===== src/rtl/cla_pipe_adder.sv =====
`default_nettype none
// ============================================================================
// Module   : cla_pipe_adder
// Purpose  : Pipelined add/subtract unit. Each slice is built from 4-bit
//            carry-lookahead groups, with a valid/ready handshake on both sides.
// Revision : 1.0 - initial release
// ============================================================================
module cla_pipe_adder #(
    parameter int WIDTH  = 32,
    parameter int STAGES = 2
) (
    input  logic             clk,
    input  logic             rst_n,
    input  logic             in_valid,
    output logic             in_ready,
    input  logic [WIDTH-1:0] a,
    input  logic [WIDTH-1:0] b,
    input  logic             ci,
    input  logic             sub,
    output logic             out_valid,
    input  logic             out_ready,
    output logic [WIDTH-1:0] sum,
    output logic             co,
    output logic             ovf
);
    localparam int c_SW = WIDTH / STAGES;
    localparam int c_NG = c_SW / 4;

    // Returns {carry into bit 3, carry out, sum[3:0]}
    function automatic logic [5:0] cla4(input logic [3:0] x, input logic [3:0] y,
                                        input logic c0);
        logic [3:0] g;
        logic [3:0] p;
        logic [3:0] c;
        logic       c4;
        g    = x & y;
        p    = x ^ y;
        c[0] = c0;
        c[1] = g[0] | (p[0] & c0);
        c[2] = g[1] | (p[1] & g[0]) | (p[1] & p[0] & c0);
        c[3] = g[2] | (p[2] & g[1]) | (p[2] & p[1] & g[0]) | (p[2] & p[1] & p[0] & c0);
        c4   = g[3] | (p[3] & g[2]) | (p[3] & p[2] & g[1]) | (p[3] & p[2] & p[1] & g[0])
             | (p[3] & p[2] & p[1] & p[0] & c0);
        return {c[3], c4, p ^ c};
    endfunction

    logic             r_vld    [STAGES];
    logic [WIDTH-1:0] r_a      [STAGES];
    logic [WIDTH-1:0] r_b      [STAGES];
    logic [WIDTH-1:0] r_s      [STAGES];
    logic             r_c      [STAGES];
    logic             r_ovf;

    logic             w_vld_in [STAGES];
    logic [WIDTH-1:0] w_a_in   [STAGES];
    logic [WIDTH-1:0] w_b_in   [STAGES];
    logic [WIDTH-1:0] w_s_in   [STAGES];
    logic             w_c_in   [STAGES];
    logic [WIDTH-1:0] w_s_nxt  [STAGES];
    logic             w_c_nxt  [STAGES];
    logic             w_cm     [STAGES];
    logic             w_adv;

    assign w_adv     = !r_vld[STAGES-1] | out_ready;
    assign in_ready  = w_adv;
    assign out_valid = r_vld[STAGES-1];
    assign sum       = r_s[STAGES-1];
    assign co        = r_c[STAGES-1];
    assign ovf       = r_ovf;

    genvar k;
    generate
        for (k = 0; k < STAGES; k++) begin : g_stage
            logic [c_SW-1:0]  w_slice;
            logic             w_cout;
            logic             w_cmsb;
            logic [WIDTH-1:0] w_snext;

            // Subtraction is folded in at entry, so later stages only ever add
            if (k == 0) begin : g_first
                assign w_vld_in[k] = in_valid;
                assign w_a_in[k]   = a;
                assign w_b_in[k]   = sub ? ~b : b;
                assign w_c_in[k]   = sub ? 1'b1 : ci;
                assign w_s_in[k]   = '0;
            end else begin : g_next
                assign w_vld_in[k] = r_vld[k-1];
                assign w_a_in[k]   = r_a[k-1];
                assign w_b_in[k]   = r_b[k-1];
                assign w_c_in[k]   = r_c[k-1];
                assign w_s_in[k]   = r_s[k-1];
            end

            always_comb begin : p_slice
                logic [5:0] t;
                logic       cc;
                t       = '0;
                cc      = w_c_in[k];
                w_cmsb  = 1'b0;
                w_slice = '0;
                for (int j = 0; j < c_NG; j++) begin
                    t = cla4(w_a_in[k][k*c_SW + 4*j +: 4], w_b_in[k][k*c_SW + 4*j +: 4], cc);
                    w_slice[4*j +: 4] = t[3:0];
                    w_cmsb = t[5];
                    cc     = t[4];
                end
                w_cout = cc;
            end

            always_comb begin : p_merge
                w_snext = w_s_in[k];
                w_snext[k*c_SW +: c_SW] = w_slice;
            end

            assign w_s_nxt[k] = w_snext;
            assign w_c_nxt[k] = w_cout;
            assign w_cm[k]    = w_cmsb;
        end
    endgenerate

    always_ff @(posedge clk or negedge rst_n) begin
        if (!rst_n) begin
            for (int i = 0; i < STAGES; i++) begin
                r_vld[i] <= 1'b0;
                r_a[i]   <= '0;
                r_b[i]   <= '0;
                r_s[i]   <= '0;
                r_c[i]   <= 1'b0;
            end
            r_ovf <= 1'b0;
        end else if (w_adv) begin
            for (int i = 0; i < STAGES; i++) begin
                r_vld[i] <= w_vld_in[i];
                r_a[i]   <= w_a_in[i];
                r_b[i]   <= w_b_in[i];
                r_s[i]   <= w_s_nxt[i];
                r_c[i]   <= w_c_nxt[i];
            end
            r_ovf <= w_cm[STAGES-1] ^ w_c_nxt[STAGES-1];
        end
    end
endmodule
`default_nettype wire


===== config.mk =====
export PLATFORM = sky130hd
export DESIGN_NAME = cla_pipe_adder
export DESIGN_NICKNAME = d
export VERILOG_FILES = /design/src/rtl/cla_pipe_adder.sv
export SDC_FILE = /design/constraint.sdc
export NUM_CORES = 1
export LEC_CHECK = 0
export ABC_AREA = 1
export ABC_CLOCK_PERIOD_IN_PS = 3600
export BUFFER_PORTS_ARGS = -buffer_cell sky130_fd_sc_hd__buf_4
export CORE_MARGIN = 2
export CORE_UTILIZATION = 45
export CTS_CLUSTER_DIAMETER = 40
export DETAILED_ROUTE_END_ITERATION = 7
export PLACE_DENSITY = 0.68
export SYNTH_ARGS = -nofsm -noshare
export SYNTH_HDL_FRONTEND = slang
export SYNTH_SLANG_ARGS = --single-unit

===== constraint.sdc =====
create_clock -name clk -period 3.6 [get_ports clk]
set_input_delay 0.36 -clock clk [delete_from_list [all_inputs] [get_ports clk]]
set_output_delay 0.36 -clock clk [all_outputs]
set_load 0.03 [all_outputs]

==> flow_metrics.py, run 1 <==
metrics = {
    "pwr": {
        "p_leak_nw": 3.11,
        "vdd_ir_drop_max_mv": 0.256,
        "power_density_nw_per_um2": 619,
    },
    "sta": {
        "slew_violations": 0,
        "hold_viol_final": 0,
        "finClkSkew_ns": 0.00997,
        "max_freq_mhz": 398,
        "finalCritPeriodShare": 0.698,
        "slew-limit-headroom": 0.289,
        "period_needed_ns": 2.51,
        "worstMarginPinSlew_ns": 1.07,
        "setup_tns_ns": 0,
        "rsz0062_at_grt": "no",
        "finalSetupViolCount": 0,
        "setup_ws_ns": 1.09,
    },
    "cts": {
        "cts_buffers": 9,
        "htreeDepth": 3,
        "cts-hold-fix-buffers": 0,
        "clock-root-buffer": "clkbuf_8",
        "cts.sinks": 85,
        "clk_pin_slew_ns": 0.09,
        "cts_setup_buffers": 0,
        "insertion_delay_ns": 0.35,
        "cts_tree": "yes",
        "cts_resized": 0,
        "cts_max_path_buffers": 2,
    },
    "global_routing": {
        "grt_max_degree": 118,
        "antenna_found_initial": 0,
        "grt_pass1_vias": 3961,
        "grt_pass1_wl_um": 17600,
        "grtUsageTotal": 0.189,
        "grt_overflow": 0,
    },
    "place": {
        "pre_cts_ws_ns": 0.757,
        "place_area_um2": 5750,
        "io_buffers": 105,
        "gp_congestion": 0.891,
        "hpwlAfterDp_um": 7200,
    },
    "worst_setup_path": {
        "critPathTopFamily": "adder cells",
        "critPathKind": "in -> reg",
        "crit_top_cell": "inv_1",
        "crit_slowest_cell": "buf_4",
        "critPathArrivalTime_ns": 2.71,
        "required_ns": 3.80,
        "start_kind": "input pin",
        "crit_path_cell_trace": "buf_4, xnor2_1, inv_1, ha_1, inv_1, nor2_1, nand3_1, nand2_2, nand2_1, nand2_2, inv_1, fa_1, xor2_1, o21ai_0",
        "max_stage_delay_ns": 0.44,
        "path_max_fanout": 33,
        "worst-path-stages": 14,
        "crit_path_end_kind": "register",
        "worst-path-buf-inv": 4,
        "r2r_cells": 10,
    },
    "final_layout": {
        "fillers": 965,
        "antenna_cells": 0,
        "layout-drive-gt1-share": 0.229,
        "final_cell_mix": "199 x nand2_1, 107 x buf_4, 85 x dfrtp_1",
        "final_common_cell": "nand2_1",
        "layout.nets": 782,
        "area_delta_synth_final_pct": 23.3,
        "design_area_um2": 6000,
    },
    "yosys": {
        "syn_nets": 685,
        "yosysUniqueCellTypes": 33,
        "synth_seq_cells": 85,
        "synth_seq_area_share": 0.437,
        "synth_cells": 575,
        "syn_area_um2": 4870,
        "yosysWarnings": 0,
        "syn_avg_cell_area_um2": 8.46,
    },
    "detailed_routing": {
        "drt_iter0_drc": 171,
        "drc_errors": 0,
        "num_vias": 3914,
        "final_antenna_net_count": 0,
        "wl_per_cell_um": 12.8,
        "vias_per_cell": 4.81,
        "wirelength_um": 10400,
        "dr.pass1.iters": 5,
    },
    "floorplan": {
        "initial_core_util": 0.467,
        "core_area_um2": 10400,
        "dieArea_um2": 11700,
        "die_h_um": 108,
        "num_rows": 37,
        "die_w_um": 108,
        "io_pins": 106,
    },
    "status": {
        "outcome": "finished clean",
    },
    "worst_hold_path": {
        "hold_path.class": "in -> async",
    },
    "flow_run": {
        "max_cap_violations": 0,
    },
}
[layer usage]
metal | vias up | routed length [um] | track usage
met1 | 1796 | 4730 | 0.244
li1 | 2006 | - | -
met5 | - | 0 | 0
met2 | 94 | 5020 | 0.321
met3 | 18 | 471 | 0.0356
met4 | 0 | 206 | 0.0623
[synth_stat cells]
master    count  share of area
nand2_1     199           0.15
dfrtp_1      85           0.44
inv_1        41          0.032
o21ai_0      34          0.035
ha_1         32          0.082
nand3_1      25          0.026
xnor2_1      25          0.045
xor2_1       20          0.036
nor2_1       17          0.013
clkbuf_1     12         0.0093
nand2_2      12          0.015
a21oi_1      11          0.011
buf_2         8         0.0082
fa_1          8          0.033
inv_2         8         0.0062
o21ai_1       8         0.0082
a21oi_2       4         0.0072
nand3_2       3         0.0062
nand4_1       3         0.0039
o21bai_1      3         0.0046
a211oi_1      2         0.0031
nand2_4       2         0.0046
nand3b_1      2         0.0031
nor3_1        2         0.0021
a21o_1        1         0.0015
a21oi_4       1         0.0033
a31oi_1       1         0.0013
buf_4         1         0.0015
clkinv_1      1        0.00077
nor2_2        1         0.0013
o211ai_1      1         0.0015
o21ai_2       1         0.0018
or2_1         1         0.0013
[path summary, 6_finish.rpt]
check	start	end	slack [ns]
min reg2reg	r_vld[1]	out_valid	0.46
min in group clk	a[29]	r_a[61]	0.20
min	rst_n	r_a[58]	0.19
max	sub	g_stage[1].w_snext[13]	1.09
max reg2reg	r_a[55]	sum[29]	1.43
max in group asynchronous	rst_n	g_stage[1].w_snext[8]	2.73
[final cells by class]
cell class	count	area, um2	share of cell area
inverter	50	188	0.0313
timing repair buffer	107	803	0.134
multi-input combinational	419	2460	0.411
clock inverter	6	110	0.0184
clock buffer	10	138	0.0229
sequential	85	2130	0.355
tap	136	170	0.0284
[state kept, by name (all words and copies together), names as in the netlist]
register,count
r_vld,1
sum,32
r_a,16
r_b,16
out_valid,1
ovf,1
r_c,1
g_stage.w_snext,16
co,1
[cell families after synthesis]
family | synth area share
xor+xnor | 0.0810
buf+inv | 0.0576
fa+ha+maj | 0.115
flops | 0.437
simple gates | 0.230
compound gates | 0.0789
[metrics by stage]
stage | std cells | hold slack, ns | utilization | total power, W
global route | 813 | 0.181 | 0.576 | 0.00399
floorplan | 575 | 0.0644 | - | 0.00240
detailed placement | 797 | 0.438 | 0.552 | 0.00292
finish | 813 | 0.190 | 0.576 | 0.00372
CTS | 813 | 0.180 | 0.576 | 0.00376
global placement | 797 | 0.436 | 0.552 | 0.00287
[where the power goes]
part | switching, W | leakage [nW] | internal [W]
Clock | 0.000348 | 0.119 | 0.000479
Combinational | 0.000926 | 1.98 | 0.000584
Sequential | 0.000156 | 1.02 | 0.00122
(Power assumes the default switching activity.)
==> inputs of run 2 (changes only) <==
--- a/config.mk
+++ b/config.mk
@@ -5,8 +5,8 @@
 export SDC_FILE = /design/constraint.sdc
 export NUM_CORES = 1
 export LEC_CHECK = 0
-export ABC_AREA = 1
-export ABC_CLOCK_PERIOD_IN_PS = 3600
+export ABC_AREA = 0
+export ABC_CLOCK_PERIOD_IN_PS = 2450
 export BUFFER_PORTS_ARGS = -buffer_cell sky130_fd_sc_hd__buf_4
 export CORE_MARGIN = 2
 export CORE_UTILIZATION = 45
==> constraint.sdc (replaced) <==
create_clock -name clk -period 2.45 [get_ports clk]
set_input_delay 0.245 -clock clk [delete_from_list [all_inputs] [get_ports clk]]
set_output_delay 0.245 -clock clk [all_outputs]
set_load 0.03 [all_outputs]
==> run 2 against run 1 <==
Net effect:
- critical path depth is 6 lower
- final cell count fell by 4.8%
- non-clock buffer count is 21 higher
- clock-buffer cell count unchanged
- power rose by 50%
- register-to-register slack lost 1.3 ns
- sequential power up 49%
- sequential cell count unchanged
- synthesized cell count is 10% lower
- hold slack worse by 0.12 ns
- critical path type is now reg -> reg
==> flow_metrics.py, run 2 <==
metrics = {
    "status": {
        "outcome": "finished clean",
    },
    "worst_setup_path": {
        "required_ns": 2.68,
        "max_stage_delay_ns": 0.39,
        "path_max_fanout": 4,
        "crit_path_end_kind": "register",
        "r2r-end": "sum[25]",
        "critPathKind": "reg -> reg",
        "crit_slowest_cell": "dfrtp_1",
        "crit_top_cell": "a21oi_2",
        "critPathArrivalTime_ns": 2.50,
        "reg2reg_from": "r_a[50]",
        "rrSetupSlack_ns": 0.17,
        "crit_path_cell_trace": "ha_1, a21o_1, a21oi_2, a21oi_2, or2_2, fa_1, xnor2_1, o21ai_0",
        "start_kind": "register",
        "startpoint": "r_a[50]",
        "r2r_cells": 8,
    },
    "cts": {
        "clock-root-buffer": "clkbuf_8",
        "cts.sinks": 85,
        "insertion_delay_ns": 0.35,
        "cts-hold-fix-buffers": 0,
        "cts_max_path_buffers": 2,
        "cts_setup_buffers": 0,
        "clk_pin_slew_ns": 0.09,
        "cts_tree": "yes",
        "htreeDepth": 3,
        "cts_buffers": 9,
    },
    "sta": {
        "finClkSkew_ns": 0.0102,
        "worstMarginPinSlew_ns": 1.07,
        "rsz0062_at_grt": "no",
        "max_freq_mhz": 439,
        "finalCritPeriodShare": 0.930,
        "hold_viol_final": 0,
        "setup_ws_ns": 0.171,
        "finalSetupViolCount": 0,
        "period_needed_ns": 2.28,
        "slew-limit-headroom": 0.287,
        "slew_violations": 0,
    },
    "floorplan": {
        "core_area_um2": 10300,
        "die_h_um": 107,
        "die_w_um": 107,
        "initial_core_util": 0.464,
        "io_pins": 106,
        "num_rows": 37,
        "dieArea_um2": 11500,
    },
    "final_layout": {
        "antenna_cells": 0,
        "area_delta_synth_final_pct": 27.6,
        "layout.nets": 743,
        "layout-drive-gt1-share": 0.251,
        "final_cell_mix": "140 x nand2_1, 127 x buf_4, 85 x dfrtp_1",
        "final_common_cell": "nand2_1",
        "largest_reg_flops": 32,
    },
    "yosys": {
        "yosysMostFrequentCell": "nand2_1",
        "synth_cells": 517,
        "synth-edff-count": 0,
        "synth_top_area_frac": 0.444,
        "synth_seq_cells": 85,
        "syn_area_um2": 4790,
        "synth_top_cell_by_area": "dfrtp_1",
        "syn_avg_cell_area_um2": 9.26,
        "yosysWarnings": 0,
        "yosysUniqueCellTypes": 51,
        "ys_async_sr_fraction": 1.00,
        "syn_nets": 627,
        "yosys-top-cells-area": "dfrtp_1 44%, nand2_1 11%, ha_1 8.4%",
        "synth_seq_area_share": 0.444,
        "synthTopCellsByCount": "140 x nand2_1, 85 x dfrtp_1, 32 x a21oi_1, 32 x ha_1, 31 x o21ai_0",
        "ys.flop_type": "dfrtp_1",
    },
    "detailed_routing": {
        "wirelength_um": 10400,
        "final_antenna_net_count": 0,
        "num_vias": 3881,
        "wl_per_cell_um": 13.5,
        "dr.pass1.iters": 4,
        "drc_errors": 0,
        "vias_per_cell": 5.01,
        "drt_iter0_drc": 158,
    },
    "global_routing": {
        "grt_overflow": 0,
        "grt_pass1_wl_um": 17200,
        "grt_pass1_vias": 3773,
        "grtUsageTotal": 0.189,
        "grt_max_degree": 86,
        "antenna_found_initial": 0,
    },
    "flow_run": {
        "max_cap_violations": 0,
    },
    "worst_hold_path": {
        "hold_path.class": "in -> async",
    },
    "pwr": {
        "total_power_w": 0.00557,
        "p_leak_nw": 3.05,
        "vdd_ir_drop_max_mv": 0.374,
        "power_density_nw_per_um2": 911,
    },
    "place": {
        "io_buffers": 105,
        "hpwlAfterDp_um": 7740,
        "pre_cts_ws_ns": -0.117,
        "gp_congestion": 0.880,
    },
}
run 2: worst max-delay path by stage:
stage                                         to  slack [ns]
after CTS                                sum[29]        0.07
after detailed placement  g_stage[1].w_snext[12]       -0.12
after global placement    g_stage[1].w_snext[12]       -0.03
final                                    sum[25]        0.17
after floorplan           g_stage[1].w_snext[12]       -0.13
after global routing                     sum[25]        0.03
run 2: routing by layer:
| metal | wire [um] | global-route usage |
|---|---|---|
| met1 | 4820 | 0.245 |
| met2 | 4890 | 0.315 |
| met3 | 532 | 0.0383 |
| met4 | 185 | 0.0659 |
| met5 | 0 | 0 |
run 2: where the power goes:
part	leakage (nW)	switching, W	internal, W
sequential	1.01	0.000238	0.00181
clock	0.116	0.000508	0.000678
combinational	1.93	0.00136	0.000980
run 2: cell type report:
type	count	area [um2]
fill	898	4210
multi-input combinational	393	2540
sequential	85	2130
timing repair buffer	128	973
tap	136	170
clock buffer	10	128
clock inverter	6	111
inverter	16	60.1
run 2: metrics by stage:
step	std cells	hold WS [ns]	TNS [ns]	area (um2)	util
2_1_floorplan	517	-0.0506	-0.245	4830	-
3_3_place_gp	758	0.440	-0.0662	5860	0.568
3_5_place_dp	758	0.451	-0.216	5860	0.568
4_1_cts	774	0.0724	0	6100	0.591
5_1_grt	774	0.0767	0	6110	0.592
6_report	774	0.0683	0	6110	0.592
run 2: timing repair:
item | 4_1_cts | 5_1_grt
resized for setup | 0 | 3
setup endpoints to repair | 0 | 3
hold endpoints to repair | 0 | 0
run 2: critical path, delay by kind of cell, from the launching register on:
family,cells,cell delay [ns]
and+or+nand+nor,1,0.32
AOI/OAI and AO/OA,4,0.55
adders and majority gates,2,0.74
xor gates and xnor gates,1,0.15
DFF,1,0.39
run 2: cells by family (layout without fill, tap and decap cells):
family | count (synthesis) | count (layout) | share of synthesized area
simple gates | 198 | 198 | 0.176
flops | 85 | 85 | 0.444
fa+ha+maj | 40 | 40 | 0.117
buf+inv | 39 | 160 | 0.0327
xor+xnor | 51 | 51 | 0.0933
compound gates | 104 | 104 | 0.137
